==> src/rtl/proto245_cmd_pkg.sv <==
// rtl/proto245_cmd_pkg.sv - opcodes, parser state and decode helper for the RX command parser
package proto245_cmd_pkg;

    localparam int CMD_W = 32;

    localparam logic [CMD_W-1:0] CMD_TEST     = 32'hBADC0FFE;
    localparam logic [CMD_W-1:0] CMD_LED0_ON  = 32'h001711ED;
    localparam logic [CMD_W-1:0] CMD_LED0_OFF = 32'h00FF11ED;

    typedef enum logic {
        ST_IDLE,
        ST_ASSEMBLE
    } parser_state_e;

    typedef enum logic [1:0] {
        KIND_UNKNOWN,
        KIND_TEST,
        KIND_LED0_ON,
        KIND_LED0_OFF
    } cmd_kind_e;

    // Map a complete word onto the opcode it represents, if any
    function automatic cmd_kind_e decode_cmd(input logic [CMD_W-1:0] word);
        case (word)
            CMD_TEST:     decode_cmd = KIND_TEST;
            CMD_LED0_ON:  decode_cmd = KIND_LED0_ON;
            CMD_LED0_OFF: decode_cmd = KIND_LED0_OFF;
            default:      decode_cmd = KIND_UNKNOWN;
        endcase
    endfunction

endpackage

==> src/rtl/rx_cmd_parser_if.sv <==
// rtl/rx_cmd_parser_if.sv - RX FIFO read port and command word valid/ready port
interface rx_cmd_parser_if;
    import proto245_cmd_pkg::*;

    logic             rxfifo_empty;
    logic             rxfifo_rd;
    logic [7:0]       rxfifo_data;
    logic             rxfifo_valid;
    logic             cmd_valid;
    logic             cmd_ready;
    logic [CMD_W-1:0] cmd_word;

    // The parser drives the FIFO read strobe and the command word
    modport master (
        output rxfifo_rd, cmd_valid, cmd_word,
        input  rxfifo_empty, rxfifo_data, rxfifo_valid, cmd_ready
    );

    // The FIFO and the downstream consumer
    modport slave (
        input  rxfifo_rd, cmd_valid, cmd_word,
        output rxfifo_empty, rxfifo_data, rxfifo_valid, cmd_ready
    );

endinterface

==> src/rtl/rx_cmd_parser.sv <==
// rtl/rx_cmd_parser.sv - assembles LSB-first 4-byte command words from the RX FIFO and decodes opcodes
module rx_cmd_parser
    import proto245_cmd_pkg::*;
#(
    parameter int BYTE_TIMEOUT = 50000,
    parameter int ERR_CNT_W    = 16
) (
    input  logic                 sys_clk,
    input  logic                 sys_rst_n,
    rx_cmd_parser_if.master      bus,
    output logic                 cmd_test,
    output logic                 cmd_led0_on,
    output logic                 cmd_led0_off,
    output logic [ERR_CNT_W-1:0] unknown_cnt,
    output logic [ERR_CNT_W-1:0] timeout_cnt
);

    localparam int               TMR_W    = $clog2(BYTE_TIMEOUT);
    localparam logic [TMR_W-1:0] TMR_LAST = TMR_W'(BYTE_TIMEOUT - 1);

    parser_state_e    r_state;
    parser_state_e    w_state_nxt;
    logic [1:0]       r_byte_cnt;
    logic [CMD_W-1:0] r_shreg;
    logic [CMD_W-1:0] w_shreg_nxt;
    logic [TMR_W-1:0] r_timer;
    logic             r_cmd_valid;
    logic [CMD_W-1:0] r_cmd_word;
    logic             w_complete;
    logic             w_timeout;
    cmd_kind_e        w_kind;

    // Reads pause only while a finished word is stuck waiting for the consumer
    assign bus.rxfifo_rd = sys_rst_n & ~bus.rxfifo_empty & (~r_cmd_valid | bus.cmd_ready);
    assign bus.cmd_valid = r_cmd_valid;
    assign bus.cmd_word  = r_cmd_word;
    assign w_kind        = decode_cmd(w_shreg_nxt);

    // Next state, word-complete and timeout detection; an arriving byte always beats the timeout
    always_comb begin
        w_state_nxt = r_state;
        w_complete  = 1'b0;
        w_timeout   = 1'b0;
        w_shreg_nxt = {bus.rxfifo_data, r_shreg[CMD_W-1:8]};
        case (r_state)
            ST_IDLE: begin
                if (bus.rxfifo_valid) begin
                    w_state_nxt = ST_ASSEMBLE;
                end
            end
            ST_ASSEMBLE: begin
                if (bus.rxfifo_valid) begin
                    if (r_byte_cnt == 2'd3) begin
                        w_complete  = 1'b1;
                        w_state_nxt = ST_IDLE;
                    end
                end else if (r_timer == TMR_LAST) begin
                    w_timeout   = 1'b1;
                    w_state_nxt = ST_IDLE;
                end
            end
            default: w_state_nxt = ST_IDLE;
        endcase
    end

    // State register
    always_ff @(posedge sys_clk or negedge sys_rst_n) begin
        if (!sys_rst_n) begin
            r_state <= ST_IDLE;
        end else begin
            r_state <= w_state_nxt;
        end
    end

    // Byte assembly and inter-byte timer; the shift register is independent of the held cmd_word
    always_ff @(posedge sys_clk or negedge sys_rst_n) begin
        if (!sys_rst_n) begin
            r_shreg    <= '0;
            r_byte_cnt <= '0;
            r_timer    <= '0;
        end else begin
            if (bus.rxfifo_valid) begin
                r_shreg    <= w_shreg_nxt;
                r_byte_cnt <= r_byte_cnt + 2'd1;
            end else if (w_timeout) begin
                r_shreg    <= '0;
                r_byte_cnt <= '0;
            end
            if (bus.rxfifo_valid || w_timeout || (r_state == ST_IDLE)) begin
                r_timer <= '0;
            end else begin
                r_timer <= r_timer + TMR_W'(1);
            end
        end
    end

    // Word hand-off, decode pulses and saturating error counters
    always_ff @(posedge sys_clk or negedge sys_rst_n) begin
        if (!sys_rst_n) begin
            r_cmd_valid  <= 1'b0;
            r_cmd_word   <= '0;
            cmd_test     <= 1'b0;
            cmd_led0_on  <= 1'b0;
            cmd_led0_off <= 1'b0;
            unknown_cnt  <= '0;
            timeout_cnt  <= '0;
        end else begin
            cmd_test     <= 1'b0;
            cmd_led0_on  <= 1'b0;
            cmd_led0_off <= 1'b0;
            // A compliant FIFO cannot complete a word while one is held, so completion always loads
            if (w_complete) begin
                r_cmd_valid  <= 1'b1;
                r_cmd_word   <= w_shreg_nxt;
                cmd_test     <= (w_kind == KIND_TEST);
                cmd_led0_on  <= (w_kind == KIND_LED0_ON);
                cmd_led0_off <= (w_kind == KIND_LED0_OFF);
                if ((w_kind == KIND_UNKNOWN) && !(&unknown_cnt)) begin
                    unknown_cnt <= unknown_cnt + ERR_CNT_W'(1);
                end
            end else if (r_cmd_valid && bus.cmd_ready) begin
                r_cmd_valid <= 1'b0;
            end
            if (w_timeout && !(&timeout_cnt)) begin
                timeout_cnt <= timeout_cnt + ERR_CNT_W'(1);
            end
        end
    end

endmodule

==> src/flat_wrapper.sv <==
// flat-port wrapper written by rule: the top's interface ports become plain ports
module rx_cmd_parser_flat import proto245_cmd_pkg::*;
#(
    parameter int BYTE_TIMEOUT = 50000,
    parameter int ERR_CNT_W    = 16
)
  (sys_clk, sys_rst_n, cmd_test, cmd_led0_on, cmd_led0_off, unknown_cnt, timeout_cnt, bus_rxfifo_rd, bus_cmd_valid, bus_cmd_word, bus_rxfifo_empty, bus_rxfifo_data, bus_rxfifo_valid, bus_cmd_ready);
  rx_cmd_parser_if bus_i ();
  input  logic sys_clk;
  input  logic sys_rst_n;
  output logic cmd_test;
  output logic cmd_led0_on;
  output logic cmd_led0_off;
  output logic [ERR_CNT_W-1:0] unknown_cnt;
  output logic [ERR_CNT_W-1:0] timeout_cnt;
  output wire logic [$bits(bus_i.rxfifo_rd)-1:0] bus_rxfifo_rd;
  output wire logic [$bits(bus_i.cmd_valid)-1:0] bus_cmd_valid;
  output wire logic [$bits(bus_i.cmd_word)-1:0] bus_cmd_word;
  input wire logic [$bits(bus_i.rxfifo_empty)-1:0] bus_rxfifo_empty;
  input wire logic [$bits(bus_i.rxfifo_data)-1:0] bus_rxfifo_data;
  input wire logic [$bits(bus_i.rxfifo_valid)-1:0] bus_rxfifo_valid;
  input wire logic [$bits(bus_i.cmd_ready)-1:0] bus_cmd_ready;
  assign bus_rxfifo_rd = bus_i.rxfifo_rd;
  assign bus_cmd_valid = bus_i.cmd_valid;
  assign bus_cmd_word = bus_i.cmd_word;
  assign bus_i.rxfifo_empty = bus_rxfifo_empty;
  assign bus_i.rxfifo_data = bus_rxfifo_data;
  assign bus_i.rxfifo_valid = bus_rxfifo_valid;
  assign bus_i.cmd_ready = bus_cmd_ready;
  rx_cmd_parser #(.BYTE_TIMEOUT(BYTE_TIMEOUT), .ERR_CNT_W(ERR_CNT_W)) u_core (.sys_clk(sys_clk), .sys_rst_n(sys_rst_n), .bus(bus_i), .cmd_test(cmd_test), .cmd_led0_on(cmd_led0_on), .cmd_led0_off(cmd_led0_off), .unknown_cnt(unknown_cnt), .timeout_cnt(timeout_cnt));
endmodule
==> config.mk <==
export PLATFORM = sky130hd
export DESIGN_NAME = rx_cmd_parser_flat
export DESIGN_NICKNAME = d
export VERILOG_FILES = /design/src/rtl/proto245_cmd_pkg.sv /design/src/rtl/rx_cmd_parser_if.sv /design/src/rtl/rx_cmd_parser.sv /design/src/flat_wrapper.sv
export SDC_FILE = /design/constraint.sdc
export NUM_CORES = 1
export LEC_CHECK = 0
export CAP_MARGIN = 5
export CORE_ASPECT_RATIO = 1.2
export CORE_MARGIN = 10
export CORE_UTILIZATION = 30
export CTS_CLUSTER_SIZE = 8
export DETAILED_ROUTE_END_ITERATION = 12
export PLACE_DENSITY_LB_ADDON = 0.12
export SLEW_MARGIN = 40
export SYNTH_ARGS = -nofsm -noshare
export SYNTH_HDL_FRONTEND = slang
export SYNTH_SLANG_ARGS = --single-unit
==> constraint.sdc <==
create_clock -name sys_clk -period 1.9 [get_ports sys_clk]
set_input_delay 0.38 -clock sys_clk [delete_from_list [all_inputs] [get_ports sys_clk]]
set_output_delay 0.38 -clock sys_clk [all_outputs]
set_load 0.05 [all_outputs]
# Word level (Yosys, flattened, before mapping)
# Index checks and enable logic that the tools add are counted.
[totals] register_bits=119 in_bits=13 output_inout_bits=69 elab_cells=64
[classes] n_addsub=4 n_eq_ne=8 n_mux=22 n_bitwise=6 reduce_logical=13
[ops] op="$mux 32" count=2
[ops] op="$add 16x1->16 const B" count=3
[ops] op="$eq 32x21->1 const B" count=1
[ops] op="$eq 32x24->1 const B" count=1
[ops] op="$eq 32x32->1 const B" count=1
[ops] op="$reduce_and 16->1" count=2
[ops] op="$eq 16x16->1 const B" count=1
[ops] op="$mux 16" count=1
[ops] op="$mux 1" count=15
[ops] op="$eq 2x2->1 const B" count=3
[ops] op="$pmux 2 s3" count=1
[ops] op="$mux 2" count=2
[ops] op="$reduce_bool 2->1" count=2
[ops] op="$logic_and 1x1->1" count=3
[ops] op="$not 1->1" count=3
[ops] op="$add 2x1->2 const B" count=1
[ops] op="$and 1x1->1" count=2
[ops] op="$eq 2x1->1 const B" count=1
[ops] op="$logic_not 1->1" count=2
[ops] op="$logic_not 2->1" count=1
[ops] op="$logic_or 1x1->1" count=2
[ops] op="$pmux 1 s2" count=1
[ops] op="$reduce_and 2->1" count=1
[ops] op="$or 1x1->1" count=1

# Logic depth before layout (Yosys ltp)
# Gate-level depths: netlist of run 1.
[logic_depth] ltp_word=7 ltp_mapped=9 mapped_depth_nobuf=7

# Worst setup path after synthesis of run 1
# OpenSTA, ideal clock, no wires.
[synth_timing] path_kind="flip-flop to flip-flop" start="register u_core.unknown_cnt[0]" end="register u_core.unknown_cnt[14]" setup_ns=0.141 arrival_time_ns=2.206 t_required_ns=1.759 slack_ns=-0.447 stages_incl_launch_ff=10 n_path_buf=2 period_less_slack_ns=2.347 cell_sequence="dfrtp_1 > ha_1 > and2_1 > and4_1 > a41oi_1 > and3_1 > buf_6 > buf_12 > nand4_4 > xnor2_1"
[synth_via] elab_chain_len=4 elab_cells_between_ends=5 cone_classes="1 x add/sub; 4 x reduce/logical"
[synth_lines] element="start: declaration" line="rx_cmd_parser.sv:14" rtl="output logic [ERR_CNT_W-1:0] unknown_cnt,"
[synth_lines] element="start signal: assignment" line="rx_cmd_parser.sv:119" rtl="unknown_cnt <= unknown_cnt + ERR_CNT_W'(1);"
[synth_lines] element="parallel branches: the longest is 4 deep, another holds $add 16x1->16"
# Several ways; the timed one is not identified.
# A chain may end at the register's enable or synchronous reset.

# Final worst setup path of run 1
[layout_timing] start="input bus_rxfifo_data[6]" end="register u_core.unknown_cnt[1]"
[layout_via] elab_chain_len=5 elab_cells_between_ends=7 cone_classes="3 x eq/ne; 1 x mux; 3 x reduce/logical"
[layout_lines] element="start: declaration" line="flat_wrapper.sv:20" rtl="input wire logic [$bits(bus_i.rxfifo_data)-1:0] bus_rxfifo_data;"
[layout_lines] element="$eq 32x24->1, or another cell as far along" line="proto245_cmd_pkg.sv:24" rtl="case (word)"
[layout_lines] element="$pmux 2 s3 (*)" line="proto245_cmd_pkg.sv:24"
[layout_lines] element="$logic_not 2->1 (*)" line="rx_cmd_parser.sv:118" rtl="if ((w_kind == KIND_UNKNOWN) && !(&unknown_cnt)) begin"
[layout_lines] element="$logic_and 1x1->1 (*)" line="rx_cmd_parser.sv:118"
[layout_lines] element="$reduce_and 2->1 (no line) (*)"
# Mark *: on every way between the ends. The rest lies on a longest branch, timed or not.

==> flow_summary.html, run 1 <==
<table>
<tr><th>Metric</th><th>Value</th></tr>
<tr><th colspan="2">Outcome</th></tr>
<tr><td>Status</td><td>finished with violations</td></tr>
<tr><td>Violated checks</td><td>setup timing</td></tr>
<tr><th colspan="2">Layout</th></tr>
<tr><td>Layout-stage area growth over the synthesis result</td><td>47.6%</td></tr>
<tr><td>Post-layout net count</td><td>617</td></tr>
<tr><td>Fraction of layout instances using a drive strength above 1</td><td>44.0%</td></tr>
<tr><td>Count of antenna diodes in the layout</td><td>0</td></tr>
<tr><th colspan="2">STA</th></tr>
<tr><td>Final worst path period need</td><td>2.21 ns</td></tr>
<tr><td>Setup repair after global routing missed its margin</td><td>true</td></tr>
<tr><td>Smallest setup slack after layout</td><td>-0.310 ns</td></tr>
<tr><td>Transition time at the pin with the least slew margin</td><td>0.603 ns</td></tr>
<tr><td>Period utilisation layout</td><td>116%</td></tr>
<tr><td>Max Freq</td><td>452 MHz</td></tr>
<tr><td>Setup Total Neg Slack</td><td>-6.80 ns</td></tr>
<tr><td>Max transition margin</td><td>59.8%</td></tr>
<tr><td>Clock skew</td><td>0.0113 ns</td></tr>
<tr><td>Setup violations, final</td><td>58</td></tr>
<tr><td>Final Hold Violating Endpoints</td><td>0</td></tr>
<tr><td>Number of pins exceeding their max-slew limit in the final report</td><td>0</td></tr>
<tr><td>Final hold slack</td><td>0.127 ns</td></tr>
<tr><th colspan="2">Die</th></tr>
<tr><td>Die area</td><td>0.0216 sq mm</td></tr>
<tr><td>Die extent in y</td><td>159 microns</td></tr>
<tr><td>Die width</td><td>136 microns</td></tr>
<tr><td>Num rows</td><td>50</td></tr>
<tr><td>Starting density of the core</td><td>30.7%</td></tr>
<tr><td>Area inside the core boundary</td><td>0.0157 sq mm</td></tr>
<tr><td>Boundary pin count</td><td>82</td></tr>
<tr><th colspan="2">Global routing</th></tr>
<tr><td>Wire length of the first global-routing pass</td><td>20900 microns</td></tr>
<tr><td>Global route total overflow</td><td>0</td></tr>
<tr><td>Pin count of the biggest net entering global routing</td><td>112</td></tr>
<tr><td>Combined global-route utilization of all metal layers</td><td>12.1%</td></tr>
<tr><td>Number of global-route vias before repair</td><td>3962</td></tr>
<tr><td>Antenna violations before repair</td><td>0</td></tr>
<tr><th colspan="2">Critical path</th></tr>
<tr><td>Buffers &amp; Inverters on Critical Path</td><td>2</td></tr>
<tr><td>Kind of cell adding the most delay to the critical path</td><td>simple AND/OR/NAND/NOR gates</td></tr>
<tr><td>Startpoint kind of the worst setup timing path</td><td>primary input</td></tr>
<tr><td>Slack of the worst reg-to-reg path</td><td>-0.31 ns</td></tr>
<tr><td>Required time at the worst-slack endpoint</td><td>2.14 ns</td></tr>
<tr><td>Slowest stage delay, CP</td><td>0.55 ns</td></tr>
<tr><td>Critical path arrival</td><td>2.45 ns</td></tr>
<tr><td>Crit Reg-Reg Startpoint</td><td>u_core.r_shreg[23]$_DFFE_PN0P_</td></tr>
<tr><td>Endpoint kind of the worst setup timing path</td><td>flip-flop</td></tr>
<tr><td>Max stage delay cell, worst path</td><td>sky130_fd_sc_hd__or4_4</td></tr>
<tr><td>Cell breakdown of the critical path</td><td>dlygate4sd2_1 &gt; or4_4 &gt; or3_4 &gt; a2111o_1 &gt; and3_4 &gt; buf_6 &gt; mux2_2</td></tr>
<tr><td>Worst reg2reg path depth</td><td>6</td></tr>
<tr><td>Count of cell instances traversed by the critical path</td><td>7</td></tr>
<tr><td>Worst r2r dst</td><td>u_core.unknown_cnt[1]$_DFFE_PN0P_</td></tr>
<tr><td>Worst setup path class</td><td>primary input to flip-flop</td></tr>
<tr><td>Crit Path Max Fanout</td><td>4</td></tr>
<tr><th colspan="2">Yosys</th></tr>
<tr><td>Yosys Warn Count</td><td>0</td></tr>
<tr><td>Post-synthesis cell type count</td><td>40</td></tr>
<tr><td>Synth top area share</td><td>57.6%</td></tr>
<tr><td>Largest cells by area after synthesis</td><td>sky130_fd_sc_hd__dfrtp_1 (58%), sky130_fd_sc_hd__mux2_2 (7.9%), sky130_fd_sc_hd__xnor2_1 (5.6%)</td></tr>
<tr><td>Gate count after technology mapping</td><td>423</td></tr>
<tr><td>Number of flops mapped to enable cells by yosys</td><td>0</td></tr>
<tr><td>Proportion of synthesized flip-flops having asynchronous set or reset</td><td>100%</td></tr>
<tr><td>Sequential area share after synthesis</td><td>57.6%</td></tr>
<tr><td>Synthesized Nets</td><td>440</td></tr>
<tr><td>Post-synthesis sequential element count</td><td>111</td></tr>
<tr><td>Post-synthesis cell type with the largest combined area</td><td>sky130_fd_sc_hd__dfrtp_1</td></tr>
<tr><td>Cell Area, Synth</td><td>0.00482 sq mm</td></tr>
<tr><td>Mapped Avg Cell Area</td><td>11.4 sq um</td></tr>
<tr><td>Most used flip-flop cell after synthesis</td><td>sky130_fd_sc_hd__dfrtp_1</td></tr>
<tr><th colspan="2">Route</th></tr>
<tr><td>DRC errors left</td><td>0</td></tr>
<tr><td>Number of detailed-route iterations in the first pass</td><td>4</td></tr>
<tr><td>Number of violations reported at the end of detailed-routing iteration 0</td><td>208</td></tr>
<tr><td>Post-detailed-routing wire length</td><td>12800 microns</td></tr>
<tr><td>Vias post-DR</td><td>3723</td></tr>
<tr><td>Post-route ant nets</td><td>0</td></tr>
<tr><td>Vias per cell</td><td>4.58</td></tr>
<tr><td>Post-detailed-route wirelength per cell</td><td>15.8 microns</td></tr>
<tr><th colspan="2">Hold path</th></tr>
<tr><td>Path type of the worst min-delay path</td><td>primary input to asynchronous set/reset pin</td></tr>
<tr><th colspan="2">Placed design</th></tr>
<tr><td>Number of buffer cells added on primary ports</td><td>81</td></tr>
<tr><td>Post-detailed-placement half-perimeter wirelength</td><td>8970 microns</td></tr>
<tr><td>Worst setup slack before clock tree synthesis</td><td>-0.879 ns</td></tr>
<tr><td>RePlAce Congestion</td><td>0.770</td></tr>
<tr><th colspan="2">Clock tree</th></tr>
<tr><td>Number of H-tree levels</td><td>3</td></tr>
<tr><td>Clock tree from TritonCTS</td><td>done</td></tr>
<tr><td>Clock slew seen by the registers of the worst setup and hold paths</td><td>0.08 ns</td></tr>
<tr><td>CTS Sinks</td><td>111</td></tr>
<tr><td>Cell at the root of the clock tree</td><td>sky130_fd_sc_hd__clkbuf_16</td></tr>
<tr><td>Longest Clk Path Bufs</td><td>2</td></tr>
<tr><td>TritonCTS Buffers</td><td>9</td></tr>
<tr><td>Worst skew pair latency</td><td>0.36 ns</td></tr>
<tr><th colspan="2">Pwr</th></tr>
<tr><td>Post-layout power</td><td>8.34 mW</td></tr>
<tr><td>Pwr Density</td><td>1170 mW/mm^2</td></tr>
<tr><td>Leakage component of the power</td><td>3.41 nW</td></tr>
<tr><td>VDD IR-drop max</td><td>370 uV</td></tr>
<tr><th colspan="2">Job</th></tr>
<tr><td>Max Cap Viol</td><td>0</td></tr>
</table>
-- placed cells by master, fill, tap and decap left out, types with 4 or more instances in the layout --
| cell type | n |
|---|---|
| sky130_fd_sc_hd__inv_1 | 4 |
| sky130_fd_sc_hd__nand4_1 | 12 |
| sky130_fd_sc_hd__and4_1 | 6 |
| sky130_fd_sc_hd__nand2_1 | 60 |
| sky130_fd_sc_hd__buf_4 | 149 |
| sky130_fd_sc_hd__o21ai_1 | 22 |
| sky130_fd_sc_hd__xnor2_1 | 26 |
| sky130_fd_sc_hd__nand3_1 | 12 |
| sky130_fd_sc_hd__mux2_2 | 33 |
| sky130_fd_sc_hd__nand3_2 | 5 |
| sky130_fd_sc_hd__o21ai_0 | 4 |
| sky130_fd_sc_hd__nor3_4 | 4 |
| sky130_fd_sc_hd__xor2_1 | 12 |
| sky130_fd_sc_hd__dfrtp_2 | 5 |
| sky130_fd_sc_hd__nor2_1 | 26 |
| sky130_fd_sc_hd__buf_12 | 5 |
| sky130_fd_sc_hd__dfrtp_1 | 106 |
| sky130_fd_sc_hd__clkbuf_16 | 11 |
| sky130_fd_sc_hd__nand4b_1 | 4 |
| sky130_fd_sc_hd__nand3_4 | 5 |
| sky130_fd_sc_hd__clkdlybuf4s50_1 | 8 |
| sky130_fd_sc_hd__xnor2_2 | 5 |
| sky130_fd_sc_hd__nand2_2 | 7 |
| sky130_fd_sc_hd__and3_1 | 7 |
| sky130_fd_sc_hd__buf_6 | 12 |
-- logic make-up (layout without fill, tap and decap cells) --
kind of cell | after synthesis | in the layout | synth area share [%]
AO/OA/AOI/OAI | 32 | 32 | 3.79
multiplexers | 35 | 35 | 8.15
flip-flops | 111 | 111 | 57.6
adder cells (fa/ha/maj) | 4 | 4 | 1.04
buffers and inverters | 21 | 203 | 2.13
XOR/XNOR | 43 | 43 | 7.81
AND/OR/NAND/NOR | 177 | 177 | 19.4
-- worst max path at each step --
stage / startpoint / to / slack (ns)
floorplan: bus_rxfifo_data[6] / u_core.unknown_cnt[14]$_DFFE_PN0P_ / -0.31
global placement: bus_rxfifo_data[6] / u_core.unknown_cnt[5]$_DFFE_PN0P_ / -0.84
detailed placement: bus_rxfifo_data[6] / u_core.unknown_cnt[8]$_DFFE_PN0P_ / -0.88
CTS: u_core.r_shreg[23]$_DFFE_PN0P_ / u_core.unknown_cnt[1]$_DFFE_PN0P_ / -0.29
global route: u_core.r_shreg[23]$_DFFE_PN0P_ / u_core.unknown_cnt[1]$_DFFE_PN0P_ / -0.37
finish: bus_rxfifo_data[6] / u_core.unknown_cnt[1]$_DFFE_PN0P_ / -0.31
-- flip-flops by register name (all words and copies together), names as in the netlist, 2 cells and up --
register and flops:
u_core.timeout_cnt 16, u_core.r_timer 16, u_core.unknown_cnt 16, u_core.r_byte_cnt 2, u_core.r_shreg 24, u_core.bus.cmd_word 32
-- through the flow --
| stage | utilization [%] | instances | instance area, sq um |
|---|---|---|---|
| finish | 45.3 | 813 | 7110 |
| global route | 45.3 | 813 | 7110 |
| CTS | 44.1 | 808 | 6930 |
| detailed placement | 41.1 | 786 | 6460 |
| global placement | 41.1 | 786 | 6460 |
| floorplan | - | 423 | 4940 |
-- per-layer routing --
metal	global-route usage (%)	vias to the layer above	wire, microns
met1	14.4	1844	5590
met5	0	-	0
li1	-	1811	-
met2	20.4	56	6520
met3	2.71	12	518
met4	4.85	0	212
-- layout make-up --
cell class                      instances  area, sq um
Clock buffer                           11          243
Inverter                                4         15.0
Clock inverter                          5         57.6
Timing Repair Buffer                  183         1570
Sequential cell                       111         2780
Multi-Input combinational cell        291         2180
Tap cell                              208          260
Fill cell                            1476         8590
-- where the power goes --
| part | switching [mW] | internal (mW) |
|---|---|---|
| sequential | 0.268 | 2.84 |
| clock | 0.865 | 1.06 |
| combinational | 2.08 | 1.24 |
-- cell usage after synthesis (4+ instances only) --
| cell type | n |
|---|---|
| sky130_fd_sc_hd__nor2_1 | 26 |
| sky130_fd_sc_hd__o21ai_0 | 27 |
| sky130_fd_sc_hd__clkbuf_1 | 12 |
| sky130_fd_sc_hd__nand3_2 | 5 |
| sky130_fd_sc_hd__inv_1 | 4 |
| sky130_fd_sc_hd__xor2_1 | 12 |
| sky130_fd_sc_hd__and3_1 | 8 |
| sky130_fd_sc_hd__and4_1 | 7 |
| sky130_fd_sc_hd__nand2_1 | 67 |
| sky130_fd_sc_hd__nor3_1 | 6 |
| sky130_fd_sc_hd__ha_1 | 4 |
| sky130_fd_sc_hd__mux2_2 | 34 |
| sky130_fd_sc_hd__xnor2_1 | 31 |
| sky130_fd_sc_hd__nand4_1 | 12 |
| sky130_fd_sc_hd__nand3_1 | 17 |
| sky130_fd_sc_hd__dfrtp_1 | 111 |
| sky130_fd_sc_hd__nand4b_1 | 4 |
-- what timing repair did --
item / CTS / global route
endpoints found under the hold margin: 0 / 0
setup buffers: 5 / 4
gates cloned: 1 / 3
pin swaps: 29 / 18
hold buffers: 0 / 0
setup endpoints to repair: 59 / 72
resized for setup: 29 / 26
Power figures use the tool's default switching activity.
==> inputs of run 2 (changes only) <==
--- a/config.mk
+++ b/config.mk
@@ -11,7 +11,6 @@
 export CORE_UTILIZATION = 30
 export CTS_CLUSTER_SIZE = 8
 export DETAILED_ROUTE_END_ITERATION = 12
-export PLACE_DENSITY_LB_ADDON = 0.12
 export SLEW_MARGIN = 40
 export SYNTH_ARGS = -nofsm -noshare
 export SYNTH_HDL_FRONTEND = slang
==> run 2 against run 1 <==
Net effect: the run still ends with setup timing left; routed wire length shrank 3.2%; sequential cell count is the same; setup slack gained 0.020 ns; largest cell class unchanged.
==> flow_summary.html, run 2 (synthesis results as in run 1) <==
<table>
<tr><th>Metric</th><th>Value</th></tr>
<tr><th colspan="2">STA</th></tr>
<tr><td>Transition time at the pin with the least slew margin</td><td>0.591 ns (was 0.603 ns)</td></tr>
<tr><td>Setup repair after global routing missed its margin</td><td>true (unchanged)</td></tr>
<tr><td>Final worst path period need</td><td>2.19 ns (was 2.21 ns)</td></tr>
<tr><td>Setup violations, final</td><td>32 (was 58)</td></tr>
<tr><td>Period utilisation layout</td><td>115% (was 116%)</td></tr>
<tr><td>Number of pins exceeding their max-slew limit in the final report</td><td>0 (unchanged)</td></tr>
<tr><td>Final Hold Violating Endpoints</td><td>0 (unchanged)</td></tr>
<tr><td>Clock skew</td><td>0.00554 ns (was 0.0113 ns)</td></tr>
<tr><td>Max Freq</td><td>457 MHz (was 452 MHz)</td></tr>
<tr><td>Max transition margin</td><td>60.6% (was 59.8%)</td></tr>
<tr><td>Smallest setup slack after layout</td><td>-0.290 ns (was -0.310 ns)</td></tr>
<tr><td>Setup Total Neg Slack</td><td>-6.52 ns (was -6.80 ns)</td></tr>
<tr><th colspan="2">Critical path</th></tr>
<tr><td>Slowest stage delay, CP</td><td>0.54 ns (was 0.55 ns)</td></tr>
<tr><td>Endpoint kind of the worst setup timing path</td><td>flip-flop (unchanged)</td></tr>
<tr><td>Buffers &amp; Inverters on Critical Path</td><td>2 (unchanged)</td></tr>
<tr><td>Required time at the worst-slack endpoint</td><td>2.14 ns (about the same)</td></tr>
<tr><td>Slack of the worst reg-to-reg path</td><td>-0.29 ns (was -0.31 ns)</td></tr>
<tr><td>Kind of cell adding the most delay to the critical path</td><td>simple AND/OR/NAND/NOR gates (unchanged)</td></tr>
<tr><td>Most common cell type on the critical path</td><td>sky130_fd_sc_hd__nand4_1</td></tr>
<tr><td>Max stage delay cell, worst path</td><td>sky130_fd_sc_hd__or4_4 (unchanged)</td></tr>
<tr><td>Crit Path Max Fanout</td><td>5 (was 4)</td></tr>
<tr><td>Worst reg2reg path depth</td><td>8 (was 6)</td></tr>
<tr><td>Crit Reg-Reg Startpoint</td><td>u_core.r_timer[5]$_DFF_PN0_ (was u_core.r_shreg[23]$_DFFE_PN0P_)</td></tr>
<tr><td>Cell breakdown of the critical path</td><td>or4_4 &gt; nor3_4 &gt; nand4_1 &gt; buf_6 &gt; a2111oi_4 &gt; buf_4 &gt; nand4_1 &gt; xnor2_1 (was dlygate4sd2_1 &gt; or4_4 &gt; or3_4 &gt; a2111o_1 &gt; and3_4 &gt; buf_6 &gt; mux2_2)</td></tr>
<tr><td>Critical path arrival</td><td>2.43 ns (was 2.45 ns)</td></tr>
<tr><td>Worst setup path class</td><td>flip-flop to flip-flop (was primary input to flip-flop)</td></tr>
<tr><td>Worst r2r dst</td><td>u_core.timeout_cnt[15]$_DFFE_PN0P_ (was u_core.unknown_cnt[1]$_DFFE_PN0P_)</td></tr>
<tr><td>Startpoint kind of the worst setup timing path</td><td>flip-flop (was primary input)</td></tr>
<tr><th colspan="2">Route</th></tr>
<tr><td>Number of detailed-route iterations in the first pass</td><td>4 (unchanged)</td></tr>
<tr><td>Number of violations reported at the end of detailed-routing iteration 0</td><td>200 (was 208)</td></tr>
<tr><td>Vias per cell</td><td>4.66 (was 4.58)</td></tr>
<tr><td>Vias post-DR</td><td>3711 (was 3723)</td></tr>
<tr><td>Post-detailed-route wirelength per cell</td><td>15.6 microns (was 15.8 microns)</td></tr>
<tr><td>DRC errors left</td><td>0 (unchanged)</td></tr>
<tr><td>Post-detailed-routing wire length</td><td>12400 microns (was 12800 microns)</td></tr>
<tr><td>Post-route ant nets</td><td>0 (unchanged)</td></tr>
<tr><th colspan="2">Global routing</th></tr>
<tr><td>Combined global-route utilization of all metal layers</td><td>11.7% (was 12.1%)</td></tr>
<tr><td>Number of global-route vias before repair</td><td>3961 (was 3962)</td></tr>
<tr><td>Top Usage Layer GRT</td><td>met2 (unchanged)</td></tr>
<tr><td>Wire length of the first global-routing pass</td><td>20500 microns (was 20900 microns)</td></tr>
<tr><td>Global route total overflow</td><td>0 (unchanged)</td></tr>
<tr><td>Met1 demand-to-capacity share in global routing</td><td>13.9% (was 14.4%)</td></tr>
<tr><td>GR Util met3</td><td>4.07% (was 2.71%)</td></tr>
<tr><td>Antenna violations before repair</td><td>0 (unchanged)</td></tr>
<tr><td>Met2 track demand over resource in global routing</td><td>19.1% (was 20.4%)</td></tr>
<tr><td>Pin count of the biggest net entering global routing</td><td>112 (unchanged)</td></tr>
<tr><th colspan="2">Outcome</th></tr>
<tr><td>Status</td><td>finished with violations (unchanged)</td></tr>
<tr><td>Violated checks</td><td>setup timing (unchanged)</td></tr>
<tr><th colspan="2">Clock tree</th></tr>
<tr><td>CTS Sinks</td><td>111 (unchanged)</td></tr>
<tr><td>Longest Clk Path Bufs</td><td>2 (unchanged)</td></tr>
<tr><td>Clock tree from TritonCTS</td><td>done (unchanged)</td></tr>
<tr><td>Post-cts hold buffer count</td><td>0 (unchanged)</td></tr>
<tr><td>TritonCTS Buffers</td><td>9 (unchanged)</td></tr>
<tr><td>Cell at the root of the clock tree</td><td>sky130_fd_sc_hd__clkbuf_16 (unchanged)</td></tr>
<tr><td>Worst skew pair latency</td><td>0.35 ns (was 0.36 ns)</td></tr>
<tr><td>Clock slew seen by the registers of the worst setup and hold paths</td><td>0.07 ns (was 0.08 ns)</td></tr>
<tr><td>Number of H-tree levels</td><td>3 (unchanged)</td></tr>
<tr><th colspan="2">Hold path</th></tr>
<tr><td>Path type of the worst min-delay path</td><td>primary input to asynchronous set/reset pin (unchanged)</td></tr>
<tr><th colspan="2">Die</th></tr>
<tr><td>Die area</td><td>0.0216 sq mm (unchanged)</td></tr>
<tr><td>Area inside the core boundary</td><td>0.0157 sq mm (unchanged)</td></tr>
<tr><td>Num rows</td><td>50 (unchanged)</td></tr>
<tr><td>Die extent in y</td><td>159 microns (unchanged)</td></tr>
<tr><td>Boundary pin count</td><td>82 (unchanged)</td></tr>
<tr><td>Starting density of the core</td><td>30.7% (unchanged)</td></tr>
<tr><td>Die width</td><td>136 microns (unchanged)</td></tr>
<tr><th colspan="2">Layout</th></tr>
<tr><td>Count of antenna diodes in the layout</td><td>0 (unchanged)</td></tr>
<tr><td>Most common library cell in the layout ignoring fill and taps</td><td>sky130_fd_sc_hd__buf_4 (unchanged)</td></tr>
<tr><td>Layout-stage area growth over the synthesis result</td><td>41.4% (was 47.6%)</td></tr>
<tr><td>Max reg flops</td><td>32 (unchanged)</td></tr>
<tr><td>Finished Cell Area</td><td>0.00682 sq mm (was 0.00711 sq mm)</td></tr>
<tr><td>Fraction of layout instances using a drive strength above 1</td><td>40.9% (was 44.0%)</td></tr>
<tr><td>Post-layout net count</td><td>601 (was 617)</td></tr>
<tr><td>Most used cells in the layout excluding fill and tap cells</td><td>sky130_fd_sc_hd__buf_4 (145), sky130_fd_sc_hd__dfrtp_1 (106), sky130_fd_sc_hd__nand2_1 (63), sky130_fd_sc_hd__mux2_2 (33) (was sky130_fd_sc_hd__buf_4 (149), sky130_fd_sc_hd__dfrtp_1 (106), sky130_fd_sc_hd__nand2_1 (60), sky130_fd_sc_hd__mux2_2 (33))</td></tr>
<tr><th colspan="2">Placed design</th></tr>
<tr><td>Post-Place Cell Area</td><td>0.00637 sq mm (was 0.00646 sq mm)</td></tr>
<tr><td>Number of buffer cells added on primary ports</td><td>81 (unchanged)</td></tr>
<tr><td>Post-detailed-placement half-perimeter wirelength</td><td>9040 microns (was 8970 microns)</td></tr>
<tr><td>RePlAce Congestion</td><td>0.851 (was 0.770)</td></tr>
<tr><th colspan="2">Pwr</th></tr>
<tr><td>VDD IR-drop max</td><td>411 uV (was 370 uV)</td></tr>
<tr><td>Leakage component of the power</td><td>3.27 nW (was 3.41 nW)</td></tr>
<tr><td>Pwr Density</td><td>1200 mW/mm^2 (was 1170 mW/mm^2)</td></tr>
<tr><th colspan="2">Job</th></tr>
<tr><td>Max Cap Viol</td><td>0 (unchanged)</td></tr>
</table>
[run 2: how the worst max path moves through the flow]
stage                                 from                            endpoint  slack, ns  cells past startpoint
3_3_place_gp            bus_rxfifo_data[6]  u_core.unknown_cnt[15]$_DFFE_PN0P_      -0.90                      8
4_1_cts        u_core.r_timer[5]$_DFF_PN0_  u_core.timeout_cnt[15]$_DFFE_PN0P_      -0.33                      8
6_report       u_core.r_timer[5]$_DFF_PN0_  u_core.timeout_cnt[15]$_DFFE_PN0P_      -0.29                      8
2_1_floorplan           bus_rxfifo_data[6]  u_core.unknown_cnt[14]$_DFFE_PN0P_      -0.31                      8
3_5_place_dp            bus_rxfifo_data[6]  u_core.unknown_cnt[14]$_DFFE_PN0P_      -0.97                      8
5_1_grt        u_core.r_timer[5]$_DFF_PN0_  u_core.timeout_cnt[15]$_DFFE_PN0P_      -0.42                      8
[run 2: timing repair]
item	in CTS	in global routing
buffers inserted	2	0
endpoints found under the setup margin	38	77
cloned	1	0
pin swaps	19	15
gates resized for setup	17	20
[run 2: through the flow]
stage | setup WS, ns | hold WS (ns) | util (%) | std cells | power [mW]
after floorplan | -0.310 | 0.0844 | - | 423 | 5.19
after global placement | -0.903 | 0.470 | 40.6 | 778 | 6.35
after detailed placement | -0.970 | 0.493 | 40.6 | 778 | 6.43
after CTS | -0.327 | 0.184 | 42.7 | 797 | 8.27
after global routing | -0.423 | 0.180 | 43.4 | 797 | 8.62
final | -0.290 | 0.142 | 43.4 | 797 | 8.19
[run 2: power by group]
group	total (mW)	switching, mW	leakage (nW)	internal (mW)
Clock	1.77	0.807	0.131	0.966
Sequential	3.12	0.281	1.44	2.84
Combinational	3.30	2.10	1.69	1.20
[run 2: metal layers]
metal  wire (microns)  part of all wire [%]
met4              155                   1.2
met3              862                   6.9
met5                0                     0
met2             6110                    49
met1             5300                    43
[run 2: area by class of cell]
cell class	instances	area (sq um)
Fill cell	1490	8890
Sequential cell	111	2780
Multi-Input combinational cell	292	2160
Timing Repair Buffer	166	1320
Clock buffer	16	272
Tap cell	208	260
Inverter	4	15.0
[run 2: worst reg2reg max path, stage by stage (launching register included)]
cell	delay [ns]
sky130_fd_sc_hd__dfrtp_1	0.38
sky130_fd_sc_hd__or4_4	0.54
sky130_fd_sc_hd__nor3_4	0.14
sky130_fd_sc_hd__nand4_1	0.18
sky130_fd_sc_hd__buf_6	0.19
sky130_fd_sc_hd__a2111oi_4	0.20
sky130_fd_sc_hd__buf_4	0.19
sky130_fd_sc_hd__nand4_1	0.11
sky130_fd_sc_hd__xnor2_1	0.14
